$ cat src/rtl/btn_conditioner.sv
// Push-button conditioner: synchroniser, debounce FSM, and level / press / release outputs.
// Optional auto-repeat of btn_pulse while held, enabled by defining BTN_CONDITIONER_AUTOREPEAT_EN.
module btn_conditioner #(
    parameter int unsigned SYNC_STAGES     = 2,
    parameter int unsigned DEBOUNCE_CYCLES = 16,
    parameter int unsigned REPEAT_DELAY    = 500,
    parameter int unsigned REPEAT_PERIOD   = 100
) (
    input  logic       clk,
    input  logic       reset,
    input  logic       btn_raw,
    output logic       btn_level,
    output logic       btn_pulse,
    output logic       btn_release,
    output logic [1:0] state_dbg
);

    localparam int unsigned CntW = $clog2(DEBOUNCE_CYCLES) + 1;
    localparam logic [CntW-1:0] CntLast = CntW'(DEBOUNCE_CYCLES - 1);

    typedef enum logic [1:0] {
        StIdle        = 2'b00,
        StPressWait   = 2'b01,
        StPressed     = 2'b10,
        StReleaseWait = 2'b11
    } state_e;

    state_e            state_q, state_d;
    logic [CntW-1:0]   cnt_q, cnt_d;
    logic              level_q, level_d;
    logic              pulse_q, pulse_d;
    logic              release_q, release_d;
    logic [SYNC_STAGES-1:0] sync_q;
    logic              sync;

    always_ff @(posedge clk or posedge reset) begin
        if (reset) begin
            sync_q <= '0;
        end else begin
            sync_q <= {sync_q[SYNC_STAGES-2:0], btn_raw};
        end
    end

    assign sync = sync_q[SYNC_STAGES-1];

`ifdef BTN_CONDITIONER_AUTOREPEAT_EN
    localparam int unsigned RptMax = (REPEAT_DELAY > REPEAT_PERIOD) ? REPEAT_DELAY : REPEAT_PERIOD;
    localparam int unsigned RptW   = $clog2(RptMax) + 1;
    localparam logic [RptW-1:0] RptDelayLast  = RptW'(REPEAT_DELAY - 1);
    localparam logic [RptW-1:0] RptPeriodLast = RptW'(REPEAT_PERIOD - 1);

    logic [RptW-1:0] rpt_q, rpt_d;
    logic            rpt_rep_q, rpt_rep_d;
    logic [RptW-1:0] rpt_target;

    always_ff @(posedge clk or posedge reset) begin
        if (reset) begin
            rpt_q     <= '0;
            rpt_rep_q <= 1'b0;
        end else begin
            rpt_q     <= rpt_d;
            rpt_rep_q <= rpt_rep_d;
        end
    end

    assign rpt_target = rpt_rep_q ? RptPeriodLast : RptDelayLast;
`else
    logic unused_cfg;
    assign unused_cfg = ^{REPEAT_DELAY, REPEAT_PERIOD};
`endif

    always_ff @(posedge clk or posedge reset) begin
        if (reset) begin
            state_q   <= StIdle;
            cnt_q     <= '0;
            level_q   <= 1'b0;
            pulse_q   <= 1'b0;
            release_q <= 1'b0;
        end else begin
            state_q   <= state_d;
            cnt_q     <= cnt_d;
            level_q   <= level_d;
            pulse_q   <= pulse_d;
            release_q <= release_d;
        end
    end

    always_comb begin
        state_d   = state_q;
        cnt_d     = cnt_q;
        level_d   = level_q;
        pulse_d   = 1'b0;
        release_d = 1'b0;
        unique case (state_q)
            StIdle: begin
                if (sync) begin
                    state_d = StPressWait;
                    cnt_d   = CntW'(1);
                end
            end
            StPressWait: begin
                if (!sync) begin
                    state_d = StIdle;
                    cnt_d   = '0;
                end else if (cnt_q == CntLast) begin
                    state_d = StPressed;
                    cnt_d   = '0;
                    level_d = 1'b1;
                    pulse_d = 1'b1;
                end else begin
                    cnt_d = cnt_q + CntW'(1);
                end
            end
            StPressed: begin
                if (!sync) begin
                    state_d = StReleaseWait;
                    cnt_d   = CntW'(1);
                end
            end
            StReleaseWait: begin
                // A bounce back to 1 keeps the press alive without a second pulse.
                if (sync) begin
                    state_d = StPressed;
                    cnt_d   = '0;
                end else if (cnt_q == CntLast) begin
                    state_d   = StIdle;
                    cnt_d     = '0;
                    level_d   = 1'b0;
                    release_d = 1'b1;
                end else begin
                    cnt_d = cnt_q + CntW'(1);
                end
            end
            default: begin
                state_d = StIdle;
                cnt_d   = '0;
            end
        endcase

`ifdef BTN_CONDITIONER_AUTOREPEAT_EN
        rpt_d     = rpt_q;
        rpt_rep_d = rpt_rep_q;
        // Count only while staying in PRESSED; any other cycle restarts the initial delay.
        if (state_q == StPressed && sync) begin
            if (rpt_q == rpt_target) begin
                pulse_d   = 1'b1;
                rpt_d     = '0;
                rpt_rep_d = 1'b1;
            end else begin
                rpt_d = rpt_q + RptW'(1);
            end
        end else begin
            rpt_d     = '0;
            rpt_rep_d = 1'b0;
        end
`endif
    end

    assign btn_level   = level_q;
    assign btn_pulse   = pulse_q;
    assign btn_release = release_q;
    assign state_dbg   = state_q;

endmodule

$ cat config.mk
export PLATFORM = sky130hd
export DESIGN_NAME = btn_conditioner
export DESIGN_NICKNAME = d
export VERILOG_FILES = /design/src/rtl/btn_conditioner.sv
export SDC_FILE = /design/constraint.sdc
export NUM_CORES = 1
export LEC_CHECK = 0
export CORE_AREA = 4 4 45 47
export DETAILED_ROUTE_END_ITERATION = 10
export DIE_AREA = 0 0 49 51
export GPL_ROUTABILITY_DRIVEN = 0
export PLACE_DENSITY_LB_ADDON = 0.08
export SYNTH_ARGS = -nofsm -noshare
export SYNTH_HDL_FRONTEND = slang
export SYNTH_SLANG_ARGS = --single-unit
$ cat constraint.sdc
create_clock -name clk -period 4.3 [get_ports clk]
set_clock_uncertainty 0.2 [all_clocks]
set_input_delay 0.43 -clock clk [delete_from_list [all_inputs] [get_ports clk]]
set_output_delay 0.43 -clock clk [all_outputs]
set_load 0.02 [all_outputs]
==> impl_metrics.py <==
metrics = {
    "worst_setup_path": {
        "worstRegToRegCells": 4,
        "worst_ep_required_time_ns": 3.67,
        "cp_num_buf_inv": 1,
        "worst_path_max_delay_cell": "clkdlybuf4s50_1",
        "endpoint": "state_dbg[0]",
        "start_kind": "flop",
        "worstPathMaxFanout": 13,
        "critPathMaxStageDelay_ns": 0.68,
        "rr_startpoint": "cnt_q[0]",
        "cp.arrival_ns": 1.47,
        "crit_start": "state_dbg[0]",
        "path_cells": "clkdlybuf4s50_1",
        "critical_path_depth": 1,
        "endpoint_kind": "output port",
        "worstSetupPathType": "reg2out",
        "rrSetupSlack_ns": 2.53,
        "cp_top_family": "buffers and inverters",
    },
    "sta": {
        "setup_tns_ns": 0,
        "rsz0062_at_grt": "no",
        "setup-violations-final": 0,
        "slew_viol_final": 0,
        "worstMarginPinSlew_ns": 0.452,
        "fmax_ghz": 0.475,
        "finalCritPeriodShare": 0.489,
        "hold_viol": 0,
        "whs_ns": 0.150,
        "fin_crit_ns": 2.10,
        "relSlewSlack": 0.698,
    },
    "synthesis": {
        "ys_ff_latch": 12,
        "yosysUniqueCellTypes": 25,
        "synth_top_area_cell": "dfrtp_1",
        "synth_top_area_share": 0.559,
        "syn_inst": 47,
        "ys.warnings.count": 0,
        "synth_nets": 51,
        "avgSynthCellArea_sq_um": 11.4,
        "netlist_area_sq_um": 537,
        "seq_area_frac_synth": 0.559,
        "synth.area.top_cells": "dfrtp_1 (56%), xor2_1 (4.9%), nand2_1 (3.5%), mux2_4 (2.8%), ha_1 (2.3%)",
    },
    "layout": {
        "insertedDiodeCount": 0,
        "nets": 61,
        "syn_to_final_growth_pct": 18.4,
        "layout-drive-gt1-share": 0.127,
        "finalNonFillerCells": 72,
    },
    "placed_design": {
        "dp_hpwl_microns": 662,
        "numPlacedInstances": 69,
        "port_buffers": 7,
    },
    "die": {
        "dieArea_sq_mm": 0.00250,
        "start_util": 0.325,
        "die_h_microns": 51,
        "core-area_sq_mm": 0.00165,
        "fp.dieW_microns": 49,
        "io_pins": 8,
        "fp-row-count": 15,
    },
    "pwr": {
        "power.share.clock": 0.322,
        "p_comb_frac": 0.082,
        "switching_share": 0.235,
        "switchingPower_uw": 48.6,
        "pwr-share-seq": 0.596,
        "irDropWorstVdd_mv": 0.151,
        "p_leak_nw": 0.281,
        "p_total_uw": 206,
        "p_per_area_mw_per_mm2": 325,
        "internal_power_uw": 158,
    },
    "clock_network": {
        "cts_hold_buf": 0,
        "ctsResizeCount": 0,
        "cts_tree": "done",
        "insertion_delay_ns": 0.27,
        "post_cts_buffers": 0,
        "htreeDepth": 1,
        "clock-root-buffer": "clkbuf_4",
        "clk_path_buf_depth": 2,
        "clkSinkCount": 12,
        "cts_buffers": 3,
        "clk_pin_slew_worst_paths_ns": 0.07,
    },
    "grt": {
        "grt-ovfl-total": 0,
        "grt_max_degree": 14,
        "grt_pass1_vias": 345,
        "grt_use_total": 0.0800,
        "grt_first_pass_wirelength_microns": 1500,
        "antenna_found_initial": 0,
    },
    "route": {
        "ant_nets": 0,
        "wl_microns": 880,
        "dr.pass1.iters": 4,
        "first_iter_violations": 4,
        "post_drt_wl_per_cell_microns": 12.2,
        "drcViolationCount": 0,
        "vias": 363,
        "viasPerCell": 5.04,
    },
    "worst_hold_path": {
        "hp-class": "reg2reg",
    },
    "run": {
        "max-cap-violations": 0,
    },
    "status": {
        "status": "finished, final reports clean",
    },
}
==> flip-flops by register name (all words and copies together), names as in the netlist, named ones only <==
signal / count
btn_level: 1
cnt_q: 5
state_dbg: 1
btn_release: 1
btn_pulse: 1
sync_q: 2
==> Yosys cell counts <==
library cell / n
and3_1: 1
nor2_1: 3
o21a_1: 1
or3b_4: 1
clkbuf_1: 1
o21ai_0: 2
o31ai_1: 1
nand3_1: 2
nor3_1: 1
dfrtp_1: 12
a211oi_1: 1
ha_1: 1
buf_6: 1
o211ai_1: 1
nand3_2: 1
mux2_4: 1
nor3b_1: 1
o22ai_1: 1
xnor2_1: 1
inv_1: 2
nand2_1: 5
o311ai_1: 1
and3_2: 1
xor2_1: 3
o2111ai_1: 1
==> logic make-up (layout without fill, tap and decap cells) <==
group                    count (synthesis)  count (layout)  share of synthesized area
multiplexers                             1               1                     0.0280
AO/OA/AOI/OAI                            9               9                      0.119
flip-flops                              12              12                      0.559
XOR/XNOR                                 4               4                     0.0653
adder cells (fa/ha/maj)                  1               1                     0.0233
AND/OR/NAND/NOR                         16              16                      0.163
buffers and inverters                    4              12                     0.0420
==> routing by layer <==
| layer | vias to the layer above | global-route usage | routed length [microns] |
|---|---|---|---|
| met5 | - | 0 | 0 |
| met4 | 0 | 0.0538 | 20 |
| met3 | 2 | 0.0321 | 49 |
| met2 | 9 | 0.111 | 373 |
| met1 | 170 | 0.101 | 436 |
| li1 | 182 | - | - |
==> area by class of cell <==
type / instances / area, sq um
tap: 17 / 21.3
sequential: 12 / 300
multi-input combinational: 31 / 214
fill: 173 / 1020
timing repair buffer: 7 / 70.1
inverter: 2 / 7.51
clock buffer: 3 / 22.5
==> how the worst min path moves through the flow <==
| stage | start | end | slack [ns] | cells past startpoint |
|---|---|---|---|---|
| global route | sync_q[0] | sync_q[1] | 0.19 | 0 |
| detailed placement | sync_q[0] | sync_q[1] | 0.13 | 0 |
| global placement | sync_q[0] | sync_q[1] | 0.14 | 0 |
| floorplan | reset | async pin | 0.09 | 1 |
| finish | sync_q[0] | sync_q[1] | 0.15 | 0 |
| CTS | sync_q[0] | sync_q[1] | 0.15 | 0 |
==> power by group through the flow <==
stage	Clock (mW)	Sequential (mW)	Combinational, mW
after floorplan	0	0.124	0.0122
after global placement	0	0.125	0.0166
after detailed placement	0	0.125	0.0172
after CTS	0.0696	0.123	0.0174
after global routing	0.0740	0.124	0.0197
final	0.0664	0.123	0.0169
==> per-stage QoR <==
stage	setup WS, ns	area, sq um	utilization
2_1_floorplan	2.62	537	-
3_3_place_gp	2.50	613	0.371
3_5_place_dp	2.50	613	0.371
4_1_cts	2.19	636	0.385
5_1_grt	2.12	636	0.385
6_report	2.20	636	0.385
==> placed cells by master, fill, tap and decap left out, drive strengths merged <==
master / Yosys / routed
or3b: 1 / 1
nand3: 3 / 3
dfrtp: 12 / 12
o21ai: 2 / 2
o211ai: 1 / 1
o2111ai: 1 / 1
ha: 1 / 1
and3: 2 / 2
a211oi: 1 / 1
xor2: 3 / 3
o21a: 1 / 1
nand2: 5 / 5
nor3: 1 / 1
o311ai: 1 / 1
o31ai: 1 / 1
inv: 2 / 2
nor3b: 1 / 1
clkbuf: 1 / 3
clkdlybuf4s50: 0 / 7
o22ai: 1 / 1
mux2: 1 / 1
nor2: 3 / 3
xnor2: 1 / 1
Power figures use the tool's default switching activity.
